<file path="config.mk">
export PLATFORM = sky130hd
export DESIGN_NAME = sound_latch_bridge
export DESIGN_NICKNAME = d
export VERILOG_FILES = /design/src/rtl/sound_latch_bridge.sv
export SDC_FILE = /design/constraint.sdc
export NUM_CORES = 1
export LEC_CHECK = 0
export BUFFER_PORTS_ARGS = -buffer_cell sky130_fd_sc_hd__clkbuf_2
export CAP_MARGIN = 40
export CELL_PAD_IN_SITES_DETAIL_PLACEMENT = 1
export CELL_PAD_IN_SITES_GLOBAL_PLACEMENT = 2
export CORE_MARGIN = 2
export CORE_UTILIZATION = 29
export DETAILED_ROUTE_END_ITERATION = 8
export GPL_TIMING_DRIVEN = 0
export PLACE_DENSITY_LB_ADDON = 0.1
export RECOVER_POWER = 50
export SETUP_SLACK_MARGIN = 0.2
export SLEW_MARGIN = 20
export SYNTH_ARGS = -nofsm -noshare
export SYNTH_HDL_FRONTEND = slang
export SYNTH_SLANG_ARGS = --single-unit
</file>
<file path="constraint.sdc">
create_clock -name clk_sys -period 1.5 [get_ports clk_sys]
set_clock_uncertainty 0.2 [all_clocks]
set_input_delay 0.3 -clock clk_sys [delete_from_list [all_inputs] [get_ports clk_sys]]
set_output_delay 0.3 -clock clk_sys [all_outputs]
set_load 0.005 [all_outputs]
</file>
<file path="src/rtl/sound_latch_bridge.sv">
// sound_latch_bridge: 68K-to-Z80 sound latch with edge-detected strobes and a periodic Z80 timer interrupt
module sound_latch_bridge #(
  parameter int IRQ_DIV = 512
) (
  input  logic       clk_sys,
  input  logic       reset_n,
  input  logic       m68k_latch_cs,
  input  logic       m68k_rw,
  input  logic       m68k_lds_n,
  input  logic [7:0] m68k_dout,
  input  logic       z80_cen,
  input  logic       z80_rd_n,
  input  logic       z80_iorq_n,
  input  logic       z80_m1_n,
  input  logic       z80_latch_r_cs,
  input  logic       z80_latch_clr_cs,
  output logic [7:0] z80_latch_dout,
  output logic       z80_int_n,
  output logic [7:0] z80_int_vector,
  output logic       latch_pending,
  output logic       latch_overrun
);
  typedef enum logic {IDLE, PEND} state_t;
  localparam logic [15:0] LAST = 16'(IRQ_DIV - 1);
  state_t state, state_nx;
  logic [3:0] req, low_q, ev;
  logic [15:0] cnt;
  logic [7:0] latch;
  logic wrap_q, wr_ev, rd_ev, clr_ev, ack_ev;
  assign req = {!z80_m1_n && !z80_iorq_n,
                z80_latch_clr_cs && !z80_rd_n && !z80_iorq_n,
                z80_latch_r_cs && !z80_rd_n && !z80_iorq_n,
                m68k_latch_cs && !m68k_rw && !m68k_lds_n};
  assign ev = req & low_q;
  assign {ack_ev, clr_ev, rd_ev, wr_ev} = ev;
  assign z80_latch_dout = latch;
  assign z80_int_n = state == IDLE;
  assign z80_int_vector = 8'hFF;
  always_comb state_nx = wrap_q ? PEND : (state == PEND && ack_ev) ? IDLE : state;
  always_ff @(posedge clk_sys or negedge reset_n)
    if (!reset_n) begin
      low_q <= '0;
      cnt <= '0;
      wrap_q <= 1'b0;
      state <= IDLE;
      latch <= '0;
      latch_pending <= 1'b0;
      latch_overrun <= 1'b0;
    end else begin
      low_q <= ~req;
      wrap_q <= z80_cen && cnt == LAST;
      if (z80_cen) cnt <= cnt == LAST ? '0 : cnt + 16'd1;
      state <= state_nx;
      latch <= wr_ev ? m68k_dout : clr_ev ? 8'h00 : latch;
      latch_pending <= wr_ev || (latch_pending && !rd_ev && !clr_ev);
      latch_overrun <= latch_overrun || (wr_ev && latch_pending && !rd_ev && !clr_ev);
    end
endmodule

</file>
==> results_dict.tcl <==
set metrics [dict create \
    status "finished clean" \
    stdcell_area_sq_mm 0.002062 \
    ys_types 35 \
    cts_tree "done" \
    min_path_type "in -> reg" \
    grt_pass1_wl_um 5112 \
    clockBufferDepth 2 \
    nets 212 \
    fmax_mhz 670.9 \
    syn_area_sq_mm 0.001451 \
    diodes 0 \
    dpl.hpwl_um 2121 \
    vias 1126 \
    setup.worst_path.end "cnt[7]" \
    timing.final.crit_period_ns 1.491 \
    drc 0 \
    antenna_found_initial 0 \
    numClockSinks 32 \
    ir_drop_uv 535.4 \
    hold_violations 0 \
    postLayoutCoreUtil 0.4309 \
    reg2reg_to "cnt[7]" \
    critPathMaxStageDelay_ns 0.38 \
    start_util 0.3033 \
    synth_area_per_cell_sq_um 11.61 \
    rsz0062_at_grt "yes" \
    row_count 25 \
    yosysTopAreaCellShare 0.5517 \
    cts_max_level 2 \
    critPathSlowestCell "dfrtp_1" \
    ys_seq_area_frac 0.5517 \
    worstPathCellList "nor4_1 -> and3_1 -> nor2b_4 -> o221ai_2" \
    setup_viol 0 \
    wl_per_cell_um 12.72 \
    port-buffer-count 29 \
    die-area_sq_mm 0.005587 \
    place_congestion 0.7279 \
    syn_inst 125 \
    worstSetupStartpoint "cnt[9]" \
    drv_cap 0 \
    globalRouteOverflowTotal 0 \
    routed_via_density 4.331 \
    critical-path-top-delay-family "simple AND/OR/NAND/NOR gates" \
    critPathBufInv 0 \
    drive_gt1_frac 0.4197 \
    cp.required_ns 1.47 \
    reg2reg_depth 4 \
    cp_max_fo 5 \
    min_period_over_period 0.9937 \
    regToRegSetupSlack_ns 0.009 \
    cp.depth 4 \
    slew_viol_final 0 \
    worst_setup_path_end_kind "register" \
    worstSetupPathType "reg -> reg" \
    root_buffer "clkbuf_8" \
    fp.coreArea_sq_mm 0.004786 \
    cts_buffers 5 \
    totalWireLength_um 3306 \
    clk_pin_slew_ns 0.07 \
    worstSkewPairLatency_ns 0.29 \
    timing.rr.start "cnt[9]" \
    firstDrtPassIters 2 \
    yosysTopAreaCell "dfrtp_1" \
    ys_warn_count 0 \
    grt_use_total 0.1250 \
    ys_ff_latch 32 \
    die_h_um 74.75 \
    synth_edf_count 0 \
    synthArstFlopShare 1.000 \
    fp.dieW_um 74.75 \
    grt_pass1_vias 1141 \
    area_growth_pct 42.07 \
    ant_nets 0 \
    placed_area_sq_mm 0.001730 \
    power.density_mw_per_mm2 1136 \
    drtIter0Drc 5 \
    cp-start-kind "register" \
    num_io_pins 38 \
    synthFlopType "dfrtp_1" \
    p_leak_nw 1.052 \
    crit_arrival_ns 1.46 \
    synth_area_leaders "dfrtp_1 55%, a22o_1 4.8%, xor2_1 4.8%, buf_4 4.7%, nand2_1 3.4%" \
    grt_max_degree 33 \
]
## layer usage
layer	vias up	GRT usage	routed length, um
met1	545	0.1418	1340
li1	541	-	-
met3	8	0.02945	170
met2	32	0.2124	1726
met4	0	0.07738	68
met5	-	0	0
## worst register-to-register path, cell delays in order (launching register included)
cell and delay [ns]:
dfrtp_1 0.38, nor4_1 0.26, and3_1 0.21, nor2b_4 0.22, o221ai_2 0.10
## layout by cell type (no fill, tap or decap), types with 2 or more instances in the layout
| cell | synthesis | final |
|---|---|---|
| a22o_1 | 8 | 8 |
| and3_1 | 3 | 3 |
| buf_2 | 0 | 5 |
| buf_4 | 9 | 27 |
| buf_6 | 1 | 4 |
| clkbuf_1 | 0 | 3 |
| clkbuf_2 | 0 | 21 |
| clkbuf_8 | 0 | 5 |
| conb_1 | 1 | 8 |
| dfrtp_1 | 32 | 32 |
| dlygate4sd3_1 | 0 | 2 |
| inv_1 | 8 | 7 |
| nand2_1 | 13 | 13 |
| nand3_1 | 2 | 2 |
| nand4_1 | 3 | 3 |
| nor2_1 | 8 | 5 |
| nor2_2 | 0 | 3 |
| nor3_4 | 0 | 2 |
| xnor2_1 | 5 | 5 |
| xor2_1 | 8 | 8 |
## registers in the layout (all words and copies together), names as in the netlist
register	flops
cnt	16
z80_latch_dout	8
low_q	4
latch_overrun	1
latch_pending	1
state	1
wrap_q	1
## cells in the mapped netlist (all sizes together) (3+ instances only)
| library cell | instances |
|---|---|
| inv | 8 |
| nand4 | 4 |
| nand3 | 3 |
| nand2 | 13 |
| nor3 | 4 |
| xor2 | 8 |
| and3 | 4 |
| buf | 10 |
| a22o | 8 |
| nor2 | 9 |
| dfrtp | 32 |
| xnor2 | 5 |
## stage by stage
step                std cells  setup TNS (ns)  power [mW]  setup slack (ns)  hold slack [ns]
finish                    260               0       2.343          0.009481          0.02526
floorplan                 132               0       1.264           0.02433          -0.1956
global placement          228          -1.541       1.384           -0.1749           0.2109
CTS                       249               0       2.324          0.001181         -0.07495
detailed placement        228          -1.588       1.403           -0.1706           0.2229
global route              260         -0.2836       2.482          -0.06065          0.03027
## worst min path at each step
stage | from | to | slack [ns] | cells past startpoint
global route | z80_latch_clr_cs | low_q[2] | 0.03 | 2
finish | z80_latch_clr_cs | low_q[2] | 0.03 | 2
floorplan | reset_n | cnt[0] | -0.20 | 0
detailed placement | wrap_q | state | 0.22 | 1
global placement | wrap_q | state | 0.21 | 1
CTS | reset_n | latch_pending | -0.07 | 1
## kinds of logic (layout without fill, tap and decap cells)
family                   count (synthesis)  in the layout  synth area share
XOR/XNOR                                13             13           0.07845
AND/OR/NAND/NOR                         44             44            0.1923
AO/OA/AOI/OAI                           16             16           0.09139
flip-flops                              32             32            0.5517
other                                    1              8          0.002584
buffers and inverters                   18             79           0.07500
adder cells (fa/ha/maj)                  1              1          0.008619
## area by class of cell
class / instances / area (sq um)
plain buffers: 10 / 82.58
clock buffers: 6 / 72.57
clock inverters: 2 / 35.03
fillers: 546 / 2724
inverters: 8 / 32.53
multi-input cells: 82 / 611.8
flip-flops and latches: 32 / 800.8
well taps: 67 / 83.83
repair buffers: 53 / 342.8
## timing repair
action	4_1_cts	5_1_grt
hold endpoints to repair	34	32
hold buffers	2	1
pin swaps	11	9
gates resized for setup	3	13
setup buffers	11	9
setup endpoints to repair	26	37
## power breakdown
part | leakage, nW | switching (mW) | total, mW | internal, mW
Sequential | 0.396 | 0.0649 | 1.04 | 0.976
Combinational | 0.600 | 0.209 | 0.476 | 0.267
Clock | 0.0552 | 0.333 | 0.826 | 0.493
Total | 1.05 | 0.607 | 2.34 | 1.74
(Power assumes the default switching activity.)
